File: src/rtl/counter_stream_monitor.sv
// ---------------------------------------------------------------------------
// counter_stream_monitor
//
// Receive-side checker for the count bus of a partially reconfigurable
// counter region. The bus is sampled every clock and each change of value is
// classified as an up step (+1), a down step (-1) or an illegal jump. All
// steps wrap modulo 2^WIDTH. The monitor locks onto the running direction
// after LOCK_STEPS consecutive steps in the same direction. It also reports
// the following events:
//   - illegal jumps,
//   - stalls (no change for TIMEOUT clocks),
//   - direction swaps, which happen when a new bitstream reverses the counter.
// While decouple is high the bus is ignored. The first sample after decouple
// is released is taken as a fresh baseline.
//
// Ports:
//   clk        in   system clock, rising edge
//   rst        in   asynchronous active-high reset
//   count_in   in   [WIDTH-1:0] monitored count bus
//   decouple   in   region under reconfiguration; count_in is don't-care
//   locked     out  direction lock established
//   dir_up     out  locked and counting up
//   dir_down   out  locked and counting down
//   step_err   out  one-cycle pulse on an illegal jump
//   stall      out  one-cycle pulse on timeout
//   swap_seen  out  one-cycle pulse when a locked stream reverses direction
//   err_count  out  [7:0] saturating count of step_err pulses
//   last_value out  [WIDTH-1:0] most recent accepted count_in
// ---------------------------------------------------------------------------
module counter_stream_monitor #(
    parameter int WIDTH      = 4,
    parameter int LOCK_STEPS = 3,
    parameter int TIMEOUT    = 50000000
) (
    input  logic             clk,
    input  logic             rst,
    input  logic [WIDTH-1:0] count_in,
    input  logic             decouple,
    output logic             locked,
    output logic             dir_up,
    output logic             dir_down,
    output logic             step_err,
    output logic             stall,
    output logic             swap_seen,
    output logic [7:0]       err_count,
    output logic [WIDTH-1:0] last_value
);

    typedef enum logic [1:0] {
        BASELINE  = 2'd0,
        SYNC      = 2'd1,
        LOCK_UP   = 2'd2,
        LOCK_DOWN = 2'd3
    } state_t;

    state_t           state_q, state_d;
    logic [31:0]      gap_q, gap_d;
    logic [3:0]       run_q, run_d;
    logic             run_up_q, run_up_d;     // direction of the current run
    logic [WIDTH-1:0] last_q, last_d;
    logic [7:0]       err_q, err_d;
    logic             step_err_q, step_err_d;
    logic             stall_q, stall_d;
    logic             swap_q, swap_d;

    // Step classification against the held reference value.
    logic             changed;
    logic             is_up;
    logic             is_down;
    logic [3:0]       run_inc;

    assign changed = (count_in != last_q);
    assign is_up   = (count_in == WIDTH'(last_q + WIDTH'(1)));
    assign is_down = (count_in == WIDTH'(last_q - WIDTH'(1))) && !is_up;
    // The run continues only if it is non-empty and points the same way.
    assign run_inc = ((run_q != 4'd0) && (run_up_q == is_up)) ? 4'(run_q + 4'd1) : 4'd1;

    // State register.
    always_ff @(posedge clk or posedge rst) begin
        if (rst) begin
            state_q    <= BASELINE;
            gap_q      <= '0;
            run_q      <= '0;
            run_up_q   <= 1'b0;
            last_q     <= '0;
            err_q      <= '0;
            step_err_q <= 1'b0;
            stall_q    <= 1'b0;
            swap_q     <= 1'b0;
        end else begin
            state_q    <= state_d;
            gap_q      <= gap_d;
            run_q      <= run_d;
            run_up_q   <= run_up_d;
            last_q     <= last_d;
            err_q      <= err_d;
            step_err_q <= step_err_d;
            stall_q    <= stall_d;
            swap_q     <= swap_d;
        end
    end

    // Next-state logic.
    always_comb begin
        state_d    = state_q;
        gap_d      = gap_q;
        run_d      = run_q;
        run_up_d   = run_up_q;
        last_d     = last_q;
        err_d      = err_q;
        step_err_d = 1'b0;
        stall_d    = 1'b0;
        swap_d     = 1'b0;

        if (decouple) begin
            // Decouple overrides everything. The reference is kept for
            // observation but is replaced by the next baseline sample.
            state_d = BASELINE;
            gap_d   = '0;
            run_d   = '0;
        end else if (state_q == BASELINE) begin
            last_d  = count_in;
            gap_d   = '0;
            run_d   = '0;
            state_d = SYNC;
        end else if (changed) begin
            // A change always wins over a coincident timeout.
            last_d = count_in;
            gap_d  = '0;
            if (is_up || is_down) begin
                if (state_q == SYNC) begin
                    run_d    = run_inc;
                    run_up_d = is_up;
                    if (run_inc == 4'(LOCK_STEPS)) begin
                        state_d = is_up ? LOCK_UP : LOCK_DOWN;
                    end
                end else if ((state_q == LOCK_UP) != is_up) begin
                    // Locked stream reversed: restart the run in the new direction.
                    swap_d   = 1'b1;
                    state_d  = SYNC;
                    run_d    = 4'd1;
                    run_up_d = is_up;
                end
            end else begin
                step_err_d = 1'b1;
                if (err_q != 8'hFF) begin
                    err_d = err_q + 8'd1;
                end
                run_d   = '0;
                state_d = SYNC;
            end
        end else if (gap_q == 32'(TIMEOUT - 1)) begin
            // This edge is the TIMEOUT-th consecutive clock without a change.
            stall_d = 1'b1;
            state_d = SYNC;
            run_d   = '0;
            gap_d   = '0;
        end else begin
            gap_d = gap_q + 32'd1;
        end
    end

    // Output decode. Every source is a register, so outputs change on the
    // edge that samples the causing count_in value.
    always_comb begin
        locked     = (state_q == LOCK_UP) || (state_q == LOCK_DOWN);
        dir_up     = (state_q == LOCK_UP);
        dir_down   = (state_q == LOCK_DOWN);
        step_err   = step_err_q;
        stall      = stall_q;
        swap_seen  = swap_q;
        err_count  = err_q;
        last_value = last_q;
    end

endmodule

File: config.mk
export PLATFORM = sky130hd
export DESIGN_NAME = counter_stream_monitor
export DESIGN_NICKNAME = d
export VERILOG_FILES = /design/src/rtl/counter_stream_monitor.sv
export SDC_FILE = /design/constraint.sdc
export NUM_CORES = 1
export LEC_CHECK = 0
export ABC_AREA = 0
export BUFFER_PORTS_ARGS = -buffer_cell sky130_fd_sc_hd__buf_4
export CAP_MARGIN = 20
export CORE_MARGIN = 8
export CORE_UTILIZATION = 50
export DETAILED_ROUTE_END_ITERATION = 8
export HOLD_SLACK_MARGIN = 0.05
export PLACE_DENSITY = 0.67
export SYNTH_ARGS = -nofsm -noshare
export SYNTH_HDL_FRONTEND = slang
export SYNTH_SLANG_ARGS = --single-unit
File: constraint.sdc
create_clock -name clk -period 3.8 [get_ports clk]
set_clock_uncertainty 0.1 [all_clocks]
set_input_delay 0 -clock clk [delete_from_list [all_inputs] [get_ports clk]]
set_output_delay 0 -clock clk [all_outputs]
set_load 0.05 [all_outputs]
* Word-level counts from Yosys, hierarchy flattened *
Index checks and enable logic that the tools add are counted.

cells by class
  div/mod/pow operators = 0
  order comparisons = 0
  add/subtract/negate cells = 5
  bitwise logic cells = 3
  multipliers = 0
  reduce and logical (&&, ||, !) cells = 15
  shift operators = 0
  eq/ne operators = 13
  muxes and demuxes = 39

operator list
  kind                                               count
  2-to-1 mux 32 bit                                  4
  2-to-1 mux 4 bit                                   10
  adder 32 x 1 -> 32 bit (second input constant)     1
  == test 32 x 26 -> 1 bit (second input constant)   1
  2-to-1 mux 1 bit                                   17
  2-to-1 mux 2 bit                                   8
  AND reduction 5 bit                                2
  adder 4 x 1 -> 4 bit (second input constant)       2
  adder 8 x 1 -> 8 bit (second input constant)       1
  == test 4 bit                                      2
  != test 8 bit (second input constant)              1
  nonzero test 4 bit                                 2
  != test 6 x 4 -> 1 bit (second input constant)     1
  != test 6 x 5 -> 1 bit (second input constant)     1
  == test 2 bit (second input constant)              2
  == test 4 x 2 -> 1 bit (second input constant)     1
  != test 4 bit                                      1
  AND reduction 2 bit                                2
  nonzero test 2 bit                                 2
  subtractor 4 x 1 -> 4 bit (second input constant)  1
  inverter 1 bit                                     3
  AND reduction 3 bit                                1
  == test 2 x 1 -> 1 bit (second input constant)     1
  logical AND 1 bit                                  2
  other kinds (5)                                    6

word-level totals
  logic and storage cells = 84
  bits in registers = 54
  input bits = 7
  ROM bits = 0
  bits in latches = 0
  memories = 0
  output and inout port bits = 18
  RAM bits = 0

* Depth between registers and ports, before layout *
Gate-level depths: netlist of run 1.

  depth in word-level cells = 12
  gate-level depth with buffers = 8

* Worst setup path after synthesis of run 1 *
OpenSTA, ideal clock, no wires.

  path kind = register to register
  start point = register last_q[0] (netlist: last_value[0])
  end point = register state_q[0]
  arrival time = 2.539 ns
  period minus slack after synthesis = 2.764 ns
  buffers on the path = 0
  cell stages (with the launch flop) = 9
  slack = 1.036 ns
  setup time = 0.125 ns
  cell sequence = dfrtp_1 inv_1 ha_1 xnor2_1 or3_1 nor2_4 o2111a_1 a221o_1 mux2_4

between the ends
  longest elaborated chain between the ends = 9
  elaborated cells on any way between the ends = 24

ends and longest elaborated chain
  element                                                                       line  source
  start: declaration                                                            60    logic [WIDTH-1:0] last_q, last_d;
  start signal: assignment                                                      95    last_q <= last_d;
  parallel branches: the longest is 9 deep, another holds adder 4 x 1 -> 4 bit  n/a
  end signal: assignment                                                        91    state_q <= state_d;
  end: declaration                                                              56    state_t state_q, state_d;

Several ways; the timed one is not identified. The select of a mux whose other input is x is not followed.
A chain may end at the register's enable or synchronous reset.

* Final worst setup path of run 1 *
Ends and elaborated chain as after synthesis.

==> impl_metrics.env, run 1 <==
export IMPL_rsz0062_at_grt="false"
export IMPL_grt_max_degree=55
export IMPL_cp_max_fo=7
export IMPL_via_per_inst=5.34
export IMPL_cts_sinks=54
export IMPL_max_cap_violations=0
export IMPL_vias=2161
export IMPL_core_um2=5820
export IMPL_hp_class="in -> async"
export IMPL_port_buffers=24
export IMPL_track_usage_pct=14.4
export IMPL_intPower_mw=0.880
export IMPL_syn_avg_cell_area_um2=10.1
export IMPL_ctsResizeCount=0
export IMPL_cts_buffers=5
export IMPL_cts_buffer_depth=2
export IMPL_grt_ovfl_total=0
export IMPL_insertion_delay_ps=310
export IMPL_first_pass_iters=4
export IMPL_synth_top_area_share_pct=45.9
export IMPL_start_util_pct=50.6
export IMPL_syn_cell_area_um2=2950
export IMPL_synth_edf_count=0
export IMPL_antenna_found_initial=0
export IMPL_tns_ps=0
export IMPL_critPathRequiredTime_ps=3910
export IMPL_post_route_util_pct=58.3
export IMPL_slowest_stage="dfrtp_1"
export IMPL_power_leakage_nw=1.45
export IMPL_yosysTopAreaCell="dfrtp_1"
export IMPL_crit_type="reg -> reg"
export IMPL_die_x_um=92.8
export IMPL_postRouteAntennaNets=0
export IMPL_diodes=0
export IMPL_ios=25
export IMPL_path_buf_inv=1
export IMPL_synthTopCellsByArea="dfrtp_1 46%, xnor2_1 6.5%, xor2_1 6.5%"
export IMPL_final_max_slew_viol_count=0
export IMPL_die_height_um=92.8
export IMPL_drc_errors=0
export IMPL_hold_viol=0
export IMPL_peakVddDrop_mv=0.279
export IMPL_wl_per_cell_um=14.2
export IMPL_cpPeakStageDelay_ps=470
export IMPL_swShare_pct=35.4
export IMPL_yosysSeqAreaShare_pct=45.9
export IMPL_drt_iter0_drc=97
export IMPL_outcome="finished clean"
export IMPL_synth_nets=306
export IMPL_rows=28
export IMPL_synth_main_ff_cell="dfrtp_1"
export IMPL_period_share_pct=69.1
export IMPL_grt_pass1_vias=2181
export IMPL_yosysUniqueCellTypes=53
export IMPL_power_frac_clock_pct=23.9
export IMPL_area_delta_synth_final_pct=15.1
export IMPL_grt_pass1_wl_mm=10.2
export IMPL_cts_root_buf="clkbuf_8"
export IMPL_drive_above_1_share_pct=16.4
export IMPL_fillers=523
export IMPL_fmax_mhz=381
export IMPL_powerDensity_nw_per_um2=402
export IMPL_synth_warnings=0
export IMPL_nNetsFinal=342
export IMPL_cp_end_kind="flop"
export IMPL_p_sw_mw=0.482
export IMPL_period_needed_ps=2620
export IMPL_slew_headroom_pct=45.4
export IMPL_clk_pin_slew_ps=100
export IMPL_async_flop_share_pct=100
export IMPL_path_delay_family="simple AND/OR/NAND/NOR gates"
export IMPL_htreeDepth=2
export IMPL_die_area_um2=8600
export IMPL_postCtsSetupRepairBufs=0
export IMPL_setup_violations=0
export IMPL_power_frac_comb_pct=26.6
export IMPL_worstMarginPinSlew_ps=811
export IMPL_gp_congestion=0.789
export IMPL_synthCells=293
export IMPL_p_seq_share_pct=49.5
export IMPL_synth_seq_cells=54
export IMPL_crit_arrival_ps=2730
export IMPL_hpwl_mm=3.99
export IMPL_path_cells="inv_1 -> ha_1 -> xnor2_1 -> or3_1 -> nor2_4 -> o2111a_1 -> a221o_1 -> mux2_4"
export IMPL_tritoncts="built"
export IMPL_wl_mm=5.74
export IMPL_cp_start_kind="flop"
-- layout by cell type, fill, tap and decap left out, types with 2 or more instances in the layout --
| cell | n |
|---|---|
| and3_1 | 12 |
| o2bb2ai_1 | 2 |
| xor2_1 | 22 |
| nor4_1 | 6 |
| dlygate4sd3_1 | 10 |
| xnor2_1 | 22 |
| dfrtp_1 | 54 |
| clkbuf_8 | 5 |
| nor2_1 | 44 |
| a21oi_1 | 4 |
| ha_1 | 6 |
| nor2b_1 | 5 |
| and4_1 | 3 |
| nand3_1 | 17 |
| o21ai_0 | 2 |
| nor3_1 | 8 |
| nand2_1 | 17 |
| and2_1 | 3 |
| buf_4 | 26 |
| nand4_1 | 12 |
| inv_1 | 10 |
| mux2_2 | 5 |
-- power by group through the flow --
stage	Combinational [mW]	Clock (mW)	Sequential, mW
floorplan	0.150	0	0.789
global placement	0.350	0	0.684
detailed placement	0.354	0	0.685
CTS	0.367	0.340	0.674
global route	0.392	0.361	0.683
finish	0.362	0.325	0.675
-- Yosys cell counts, types with 2 or more instances --
cell	number
xor2_1	22
nand2_1	17
nand4_1	12
dfrtp_1	54
and2_1	3
nand3_1	17
o21ai_0	2
xnor2_1	22
and3_1	12
inv_1	11
clkbuf_1	5
ha_1	6
nor2b_1	5
and4_1	3
nor2_1	44
mux2_2	5
a21oi_1	4
nor3_1	8
o2bb2ai_1	2
nor4_1	6
-- layout make-up --
type | count | area (µm²) | area share [%]
multi-input combinational | 221 | 1520 | 44.8
sequential | 54 | 1350 | 39.9
timing repair buffer | 36 | 295 | 8.71
tap | 75 | 93.8 | 2.77
clock buffer | 5 | 68.8 | 2.03
inverter | 11 | 41.3 | 1.22
clock inverter | 3 | 21.3 | 0.627
-- kinds of logic after synthesis --
| kind of cell | share of synthesized area (%) |
|---|---|
| adders and majority gates | 2.55 |
| buffers and inverters | 2.55 |
| and+or+nand+nor | 25.9 |
| AOI/OAI and AO/OA | 5.14 |
| muxes | 2.76 |
| DFF | 45.9 |
| xor gates and xnor gates | 15.2 |
-- per-stage QoR --
stage | hold WS (ps) | std cells | instance area (µm²) | worst slack, ps | total power [mW]
final | 327 | 405 | 3390 | 1180 | 1.36
after global routing | 404 | 405 | 3390 | 1070 | 1.44
after CTS | 351 | 405 | 3390 | 1170 | 1.38
after detailed placement | 141 | 387 | 3200 | 1200 | 1.04
after global placement | 137 | 387 | 3200 | 1270 | 1.03
after floorplan | 50.6 | 293 | 2950 | 1040 | 0.939
-- layer usage --
| layer | GRT usage (%) | vias up | share of wire [%] |
|---|---|---|---|
| li1 | - | 1086 | - |
| met1 | 18.9 | 1040 | 48 |
| met2 | 23.3 | 31 | 48 |
| met3 | 3.48 | 4 | 3.5 |
| met4 | 4.03 | 0 | 0.89 |
| met5 | 0 | - | 0 |
-- repair_timing --
item,4_1_cts,5_1_grt
hold buffers,10,0
endpoints found under the setup margin,0,0
endpoints found under the hold margin,60,0
-- worst paths after layout --
check | start | end | slack [ps] | cells past startpoint
worst max-delay path | last_value[0]$_DFFE_PP0P_ | state_q[0]$_DFFE_PP0P_ | 1180 | 8
worst min-delay path | rst | err_count[5]$_DFFE_PP0P_ | 330 | 4
worst max register to register | last_value[0]$_DFFE_PP0P_ | state_q[0]$_DFFE_PP0P_ | 1180 | 8
worst min register to register | err_count[6]$_DFFE_PP0P_ | err_count[6]$_DFFE_PP0P_ | 400 | 1
max in group asynchronous | rst | gap_q[15]$_DFF_PP0_ | 2820 | 4
min in group clk | err_count[6]$_DFFE_PP0P_ | err_count[6]$_DFFE_PP0P_ | 400 | 1
-- flip-flops by register name, summed over array words and instances, names as in the netlist --
name and cells:
err_count 8, gap_q 32, last_value 4, run_q 4
run_up_q 1, stall 1, state_q 2, step_err 1
swap_seen 1
-- worst register-to-register path: cells and delay by family, from the launching register on --
kind            cells  cell delay (ps)
buf+inv             1               70
flops               1              470
fa+ha+maj           1              300
xor+xnor            1              150
compound gates      2              460
mux                 1              290
simple gates        2              660
Note: power is estimated with default switching activity, not from simulation.
==> inputs of run 2 (changes only) <==
--- a/config.mk
+++ b/config.mk
@@ -5,14 +5,14 @@
 export SDC_FILE = /design/constraint.sdc
 export NUM_CORES = 1
 export LEC_CHECK = 0
-export ABC_AREA = 0
+export ABC_AREA = 1
 export BUFFER_PORTS_ARGS = -buffer_cell sky130_fd_sc_hd__buf_4
 export CAP_MARGIN = 20
 export CORE_MARGIN = 8
 export CORE_UTILIZATION = 50
 export DETAILED_ROUTE_END_ITERATION = 8
 export HOLD_SLACK_MARGIN = 0.05
-export PLACE_DENSITY = 0.67
+export PLACE_DENSITY = 0.69
 export SYNTH_ARGS = -nofsm -noshare
 export SYNTH_HDL_FRONTEND = slang
 export SYNTH_SLANG_ARGS = --single-unit
==> constraint.sdc (replaced) <==
create_clock -name clk -period 2.3 [get_ports clk]
set_clock_uncertainty 0.1 [all_clocks]
set_input_delay 0 -clock clk [delete_from_list [all_inputs] [get_ports clk]]
set_output_delay 0 -clock clk [all_outputs]
set_load 0.05 [all_outputs]
==> run 2 against run 1 <==
Effect of this change:
- global-route usage rose by 2.4 points
- register-to-register slack got worse by 980 ps
- flip-flop and latch count did not move
- critical path depth rose by 1
- wire length rose by 23%
- clock power rose by 74%
- highest routed layer unchanged
==> impl_metrics.env, run 2 <==
export IMPL_power_frac_clock_pct=25.1
export IMPL_clk_pin_slew_ps=110
export IMPL_swShare_pct=37.1
export IMPL_power_frac_comb_pct=26.4
export IMPL_cp_start_kind="flop"
export IMPL_synthTopCellsByArea="dfrtp_1 42%, nand2_1 11%, inv_1 7.5%"
export IMPL_fmax_mhz=476
export IMPL_regMostFlops="gap_q"
export IMPL_cp_end_kind="flop"
export IMPL_synth_warnings=0
export IMPL_crit_top_cell="nand2_1"
export IMPL_max_cap_violations=0
export IMPL_cp_max_fo=7
export IMPL_worstMarginPinSlew_ps=459
export IMPL_via_per_inst=5.24
export IMPL_fin_hold_ws_ps=150
export IMPL_start_util_pct=51.2
export IMPL_vias=2815
export IMPL_yosysUniqueCellTypes=33
export IMPL_syn_avg_cell_area_um2=7.58
export IMPL_die_height_um=96.2
export IMPL_wl_mm=7.08
export IMPL_slowest_stage="dfrtp_2"
export IMPL_power_leakage_nw=1.66
export IMPL_track_usage_pct=16.9
export IMPL_grt_pass1_wl_mm=12.6
export IMPL_synth_adder_area_share_pct=2.34
export IMPL_die_area_um2=9250
export IMPL_outcome="finished clean"
export IMPL_gp_congestion=0.858
export IMPL_insertion_delay_ps=320
export IMPL_period_needed_ps=2100
export IMPL_p_sw_mw=0.834
export IMPL_hp_class="in -> async"
export IMPL_slew_headroom_pct=69.1
export IMPL_drt_iter0_drc=137
export IMPL_synth_compound_area_share_pct=5.65
export IMPL_postCtsSetupRepairBufs=0
export IMPL_diodes=0
export IMPL_synth_nets=437
export IMPL_grt_max_degree=22
export IMPL_ios=25
export IMPL_cts_root_buf="clkbuf_8"
export IMPL_crit_arrival_ps=2230
export IMPL_final_max_slew_viol_count=0
export IMPL_largest_register_ffs=32
export IMPL_cts_buffer_depth=2
export IMPL_tns_ps=0
export IMPL_final_cell_mix="92 x nand2_1, 63 x inv_1, 52 x dfrtp_1"
export IMPL_grt_pass1_vias=2804
export IMPL_nNetsFinal=472
export IMPL_die_x_um=96.2
export IMPL_synthXorXnorAreaFrac_pct=5.45
export IMPL_synthMuxAreaShare_pct=0
export IMPL_htreeDepth=2
export IMPL_rows=29
export IMPL_synth_edf_count=0
export IMPL_core_um2=6280
export IMPL_yosysSeqAreaShare_pct=42.1
export IMPL_peakVddDrop_mv=0.570
export IMPL_period_share_pct=91.3
export IMPL_synth_seq_cells=54
export IMPL_hpwl_mm=5.39
export IMPL_synthSimpleGateAreaFrac_pct=35.7
export IMPL_hold_viol=0
export IMPL_cts_sinks=54
export IMPL_synth_most_common_cell="nand2_1"
export IMPL_cpPeakStageDelay_ps=460
export IMPL_synth_top_area_share_pct=42.1
export IMPL_antenna_found_initial=0
export IMPL_finalPower_mw=2.25
export IMPL_critPathRequiredTime_ps=2430
export IMPL_setup_violations=0
export IMPL_mostFrequentLayoutCell="nand2_1"
export IMPL_crit_type="reg -> reg"
export IMPL_synth_top_family_by_area="simple AND/OR/NAND/NOR gates"
export IMPL_p_seq_share_pct=48.5
export IMPL_synth_main_ff_cell="dfrtp_1"
export IMPL_path_cells="inv_2 -> nand2_1 -> nand2_1 -> nand2_1 -> nor3_4 -> o21ai_1 -> nor2_1 -> o21ai_0 -> a211oi_1"
export IMPL_tritoncts="built"
export IMPL_powerDensity_nw_per_um2=615
export IMPL_drc_errors=0
export IMPL_grt_ovfl_total=0
export IMPL_yosysTopAreaCell="dfrtp_1"
export IMPL_cts_buffers=5
export IMPL_area_delta_synth_final_pct=13.9
export IMPL_wl_per_cell_um=13.2
export IMPL_port_buffers=24
export IMPL_postRouteAntennaNets=0
export IMPL_intPower_mw=1.42
export IMPL_drive_above_1_share_pct=13.0
export IMPL_yosys_top_cells_count="92 x nand2_1, 64 x inv_1, 54 x dfrtp_1"
export IMPL_first_pass_iters=4
export IMPL_syn_cell_area_um2=3210
export IMPL_synthCells=424
export IMPL_rsz0062_at_grt="false"
export IMPL_async_flop_share_pct=100
-- run 2: cell count changes after synthesis, sizes merged, moves of 6 or more --
cell	before	now
mux2	6	0
nor3	8	25
and3	12	0
nand2	17	95
o21ai	2	19
xnor2	23	2
nor2	46	56
nand3	17	30
inv	11	67
-- run 2: worst paths after layout --
| kind | to | cells past startpoint | slack, ps | startpoint |
|---|---|---|---|---|
| max | gap_q[18]$_DFF_PP0_ | 9 | 200 | last_value[0]$_DFFE_PP0P_ |
| min | err_count[3]$_DFFE_PP0P_ | 3 | 150 | rst |
| max reg2reg | gap_q[18]$_DFF_PP0_ | 9 | 200 | last_value[0]$_DFFE_PP0P_ |
| min reg2reg | gap_q[0]$_DFF_PP0_ | 1 | 370 | gap_q[0]$_DFF_PP0_ |
| max in group asynchronous | last_value[3]$_DFFE_PP0P_ | 4 | 1350 | rst |
| min in group clk | gap_q[22]$_DFF_PP0_ | 3 | 360 | decouple |
-- run 2: power by group through the flow --
| stage | Clock (mW) | Combinational [mW] | Sequential (mW) |
|---|---|---|---|
| after floorplan | 0 | 0.260 | 1.27 |
| after global placement | 0 | 0.576 | 1.11 |
| after detailed placement | 0 | 0.581 | 1.11 |
| after CTS | 0.579 | 0.592 | 1.09 |
| after global routing | 0.605 | 0.660 | 1.11 |
| final | 0.564 | 0.595 | 1.09 |
-- run 2: cell families (layout without fill, tap and decap cells) --
kind of cell | Yosys count | count (layout)
AO/OA/AOI/OAI | 32 | 32
XOR/XNOR | 20 | 20
adder cells (fa/ha/maj) | 6 | 6
buffers and inverters | 72 | 108
flip-flops | 54 | 54
AND/OR/NAND/NOR | 240 | 240
-- run 2: metal layers --
metal / wire length, µm / GRT usage [%]
met1: 3160 / 20.5
met2: 3610 / 29.8
met3: 241 / 2.96
met4: 71 / 4.61
met5: 0 / 0
-- run 2: critical path, delay by kind of cell, from the launching register on --
family	cells	cell delay (ps)
DFF	1	460
and+or+nand+nor	5	860
buffers and inverters	1	80
AOI/OAI and AO/OA	3	520
-- run 2: timing repair --
item | CTS | global route
endpoints found under the hold margin | 69 | 0
resized for setup | 0 | 5
hold buffers | 6 | 0
endpoints found under the setup margin | 0 | 13
-- run 2: area by class of cell --
| cell class | instances | area [µm²] |
|---|---|---|
| inverter | 67 | 254 |
| fill | 575 | 2620 |
| timing repair buffer | 33 | 263 |
| clock buffer | 5 | 68.8 |
| multi-input combinational | 298 | 1600 |
| tap | 77 | 96.3 |
| sequential | 54 | 1350 |
| clock inverter | 3 | 25.0 |
-- run 2: stage by stage --
step                      cells  instance area [µm²]  util [%]  setup WS, ps
final                       537                 3660      58.3           199
after global routing        537                 3660      58.3          11.9
after CTS                   537                 3640      58.0          99.8
after detailed placement    523                 3490      55.6           113
after global placement      523                 3490      55.6           178
after floorplan             424                 3220         -           127
==> inputs of run 3 (changes only) <==
--- a/config.mk
+++ b/config.mk
@@ -8,6 +8,7 @@
 export ABC_AREA = 1
 export BUFFER_PORTS_ARGS = -buffer_cell sky130_fd_sc_hd__buf_4
 export CAP_MARGIN = 20
+export CORE_ASPECT_RATIO = 1.1
 export CORE_MARGIN = 8
 export CORE_UTILIZATION = 50
 export DETAILED_ROUTE_END_ITERATION = 8
==> run 3 against run 2 <==
Effect of this change:
- first-iteration DRC count is 4.4% higher
- wire length is 1.9% lower
- global-route usage is 0.57 points lower
- die area hardly changed
- via count is 0.71% lower
- fmax is 1.0% higher
- sequential power hardly changed
- register-to-register slack better by 20 ps
- design area is 0.14% lower
- clock-buffer cell count stayed put
- highest routed layer unchanged
==> impl_metrics.env, run 3 (synthesis gave the netlist of run 2 again) <==
export IMPL_post_route_util_pct=59.0
export IMPL_clk_pin_slew_ps=100
export IMPL_vias=2795
export IMPL_register_area_um2=1350
export IMPL_rows=30
export IMPL_placed_cell_area_um2=3480
export IMPL_critPathRequiredTime_ps=2410
export IMPL_drt_iter0_drc=143
export IMPL_fin_hold_ws_ps=325
export IMPL_gp_congestion=0.902
export IMPL_cp_start_kind="flop"
export IMPL_peakVddDrop_mv=0.602
export IMPL_cts_buffers=5
export IMPL_antenna_found_initial=0
export IMPL_outcome="finished clean"
export IMPL_port_buffers=24
export IMPL_crit_arrival_ps=2190
export IMPL_r2r_end="state_q[0]$_DFFE_PP0P_"
export IMPL_power_frac_comb_pct=26.0
export IMPL_worstMarginPinSlew_ps=660
export IMPL_max_cap_violations=0
export IMPL_cp_end_kind="flop"
export IMPL_slowest_stage="dfrtp_2"
export IMPL_period_needed_ps=2080
export IMPL_htreeDepth=2
export IMPL_power_frac_clock_pct=25.2
export IMPL_drc_errors=0
export IMPL_track_usage_pct=16.3
export IMPL_cts_buffer_depth=2
export IMPL_ios=25
export IMPL_insertion_delay_ps=310
export IMPL_grt_pass1_wl_mm=12.5
export IMPL_hpwl_mm=5.36
export IMPL_p_seq_share_pct=48.8
export IMPL_die_x_um=92.4
export IMPL_intPower_mw=1.42
export IMPL_reg2reg_from="last_value[0]$_DFFE_PP0P_"
export IMPL_grt_ovfl_total=0
export IMPL_wl_per_cell_um=12.9
export IMPL_setup_violations=0
export IMPL_finalPower_mw=2.25
export IMPL_crit_top_cell="nand2_1"
export IMPL_power_leakage_nw=1.66
export IMPL_swShare_pct=36.8
export IMPL_wl_mm=6.95
export IMPL_postCtsSetupRepairBufs=0
export IMPL_grt_pass1_vias=2818
export IMPL_final_max_slew_viol_count=0
export IMPL_regToRegSetupSlack_ps=220
export IMPL_postRouteAntennaNets=0
export IMPL_drive_above_1_share_pct=12.9
export IMPL_powerDensity_nw_per_um2=616
export IMPL_die_height_um=100
export IMPL_cp_max_fo=6
export IMPL_multiInputGateArea_um2=1590
export IMPL_rsz0062_at_grt="false"
export IMPL_area_delta_synth_final_pct=13.7
export IMPL_core_um2=6190
export IMPL_via_per_inst=5.19
export IMPL_regMostFlops="gap_q"
export IMPL_largest_register_ffs=32
export IMPL_crit_type="reg -> reg"
export IMPL_start_util_pct=51.9
export IMPL_path_cells="inv_2 -> ha_1 -> nand2_1 -> nand2_1 -> nor2_2 -> nand3_2 -> nand2_1 -> inv_1 -> nor2_2 -> nand3_1 -> nand2_1 -> nand2_1 -> nand2_1 -> nand2_1"
export IMPL_hp_class="in -> async"
export IMPL_nNetsFinal=471
export IMPL_grt_max_degree=55
export IMPL_p_sw_mw=0.829
export IMPL_cpPeakStageDelay_ps=430
export IMPL_final_cell_mix="91 x nand2_1, 63 x inv_1, 52 x dfrtp_1"
export IMPL_fillers=589
export IMPL_rr_worst_depth=14
export IMPL_cts_root_buf="clkbuf_8"
export IMPL_period_share_pct=90.4
export IMPL_design_area_um2=3650
export IMPL_cts_sinks=54
export IMPL_first_pass_iters=4
export IMPL_die_area_um2=9250
export IMPL_hold_viol=0
export IMPL_diodes=0
export IMPL_tritoncts="built"
export IMPL_mostFrequentLayoutCell="nand2_1"
export IMPL_fmax_mhz=481
export IMPL_slew_headroom_pct=56.0
export IMPL_tns_ps=0
==> run 3: cell types whose count changed in the layout (fill, tap and decap cells not counted), sizes merged <==
cell,before,now
buf,27,26
clkinvlp,1,0
inv,68,69
==> run 3: layer usage <==
metal | GRT usage (%) | routed length, µm
met2 | 28.3 | 3440
met5 | 0 | 0
met3 | 3.51 | 206
met1 | 19.8 | 3220
met4 | 4.34 | 76
==> run 3: power by group through the flow <==
stage | Sequential, mW | Clock [mW] | Combinational [mW]
floorplan | 1.27 | 0 | 0.260
global placement | 1.11 | 0 | 0.571
detailed placement | 1.11 | 0 | 0.579
CTS | 1.10 | 0.600 | 0.586
global route | 1.11 | 0.629 | 0.652
finish | 1.10 | 0.567 | 0.586
==> run 3: what timing repair did <==
item | CTS | global route
hold endpoints to repair | 69 | 0
setup endpoints to repair | 0 | 11
hold buffers | 6 | 0
gates resized for setup | 0 | 4
==> run 3: worst max-delay path: cells and delay by family, from the launching register on <==
family        cells  cell delay [ps]
flops             1              430
buf+inv           2              100
fa+ha+maj         1              300
simple gates     11             1050
==> run 3: layout make-up <==
type	instances	share of cell area, %
clock buffers	5	1.88
clock inverters	3	0.788
inverters	67	6.95
multi-input cells	298	43.6
flip-flops and latches	54	37.1
well taps	80	2.74
repair buffers	32	6.99
==> run 3: stage by stage <==
stage	setup WS, ps	cells
2_1_floorplan	127	424
3_3_place_gp	196	525
3_5_place_dp	143	525
4_1_cts	132	539
5_1_grt	4.47	539
6_report	221	539
==> run 3: worst max path at each step <==
stage                              startpoint                       end  slack, ps  cells past startpoint
floorplan           last_value[1]$_DFFE_PP0P_  err_count[2]$_DFFE_PP0P_        130                     13
global placement    last_value[1]$_DFFE_PP0P_  err_count[3]$_DFFE_PP0P_        200                     12
detailed placement  last_value[0]$_DFFE_PP0P_  err_count[2]$_DFFE_PP0P_        140                     11
CTS                 last_value[0]$_DFFE_PP0P_  err_count[3]$_DFFE_PP0P_        130                     11
global route               gap_q[0]$_DFF_PP0_       gap_q[22]$_DFF_PP0_          4                      9
finish              last_value[0]$_DFFE_PP0P_    state_q[0]$_DFFE_PP0P_        220                     14
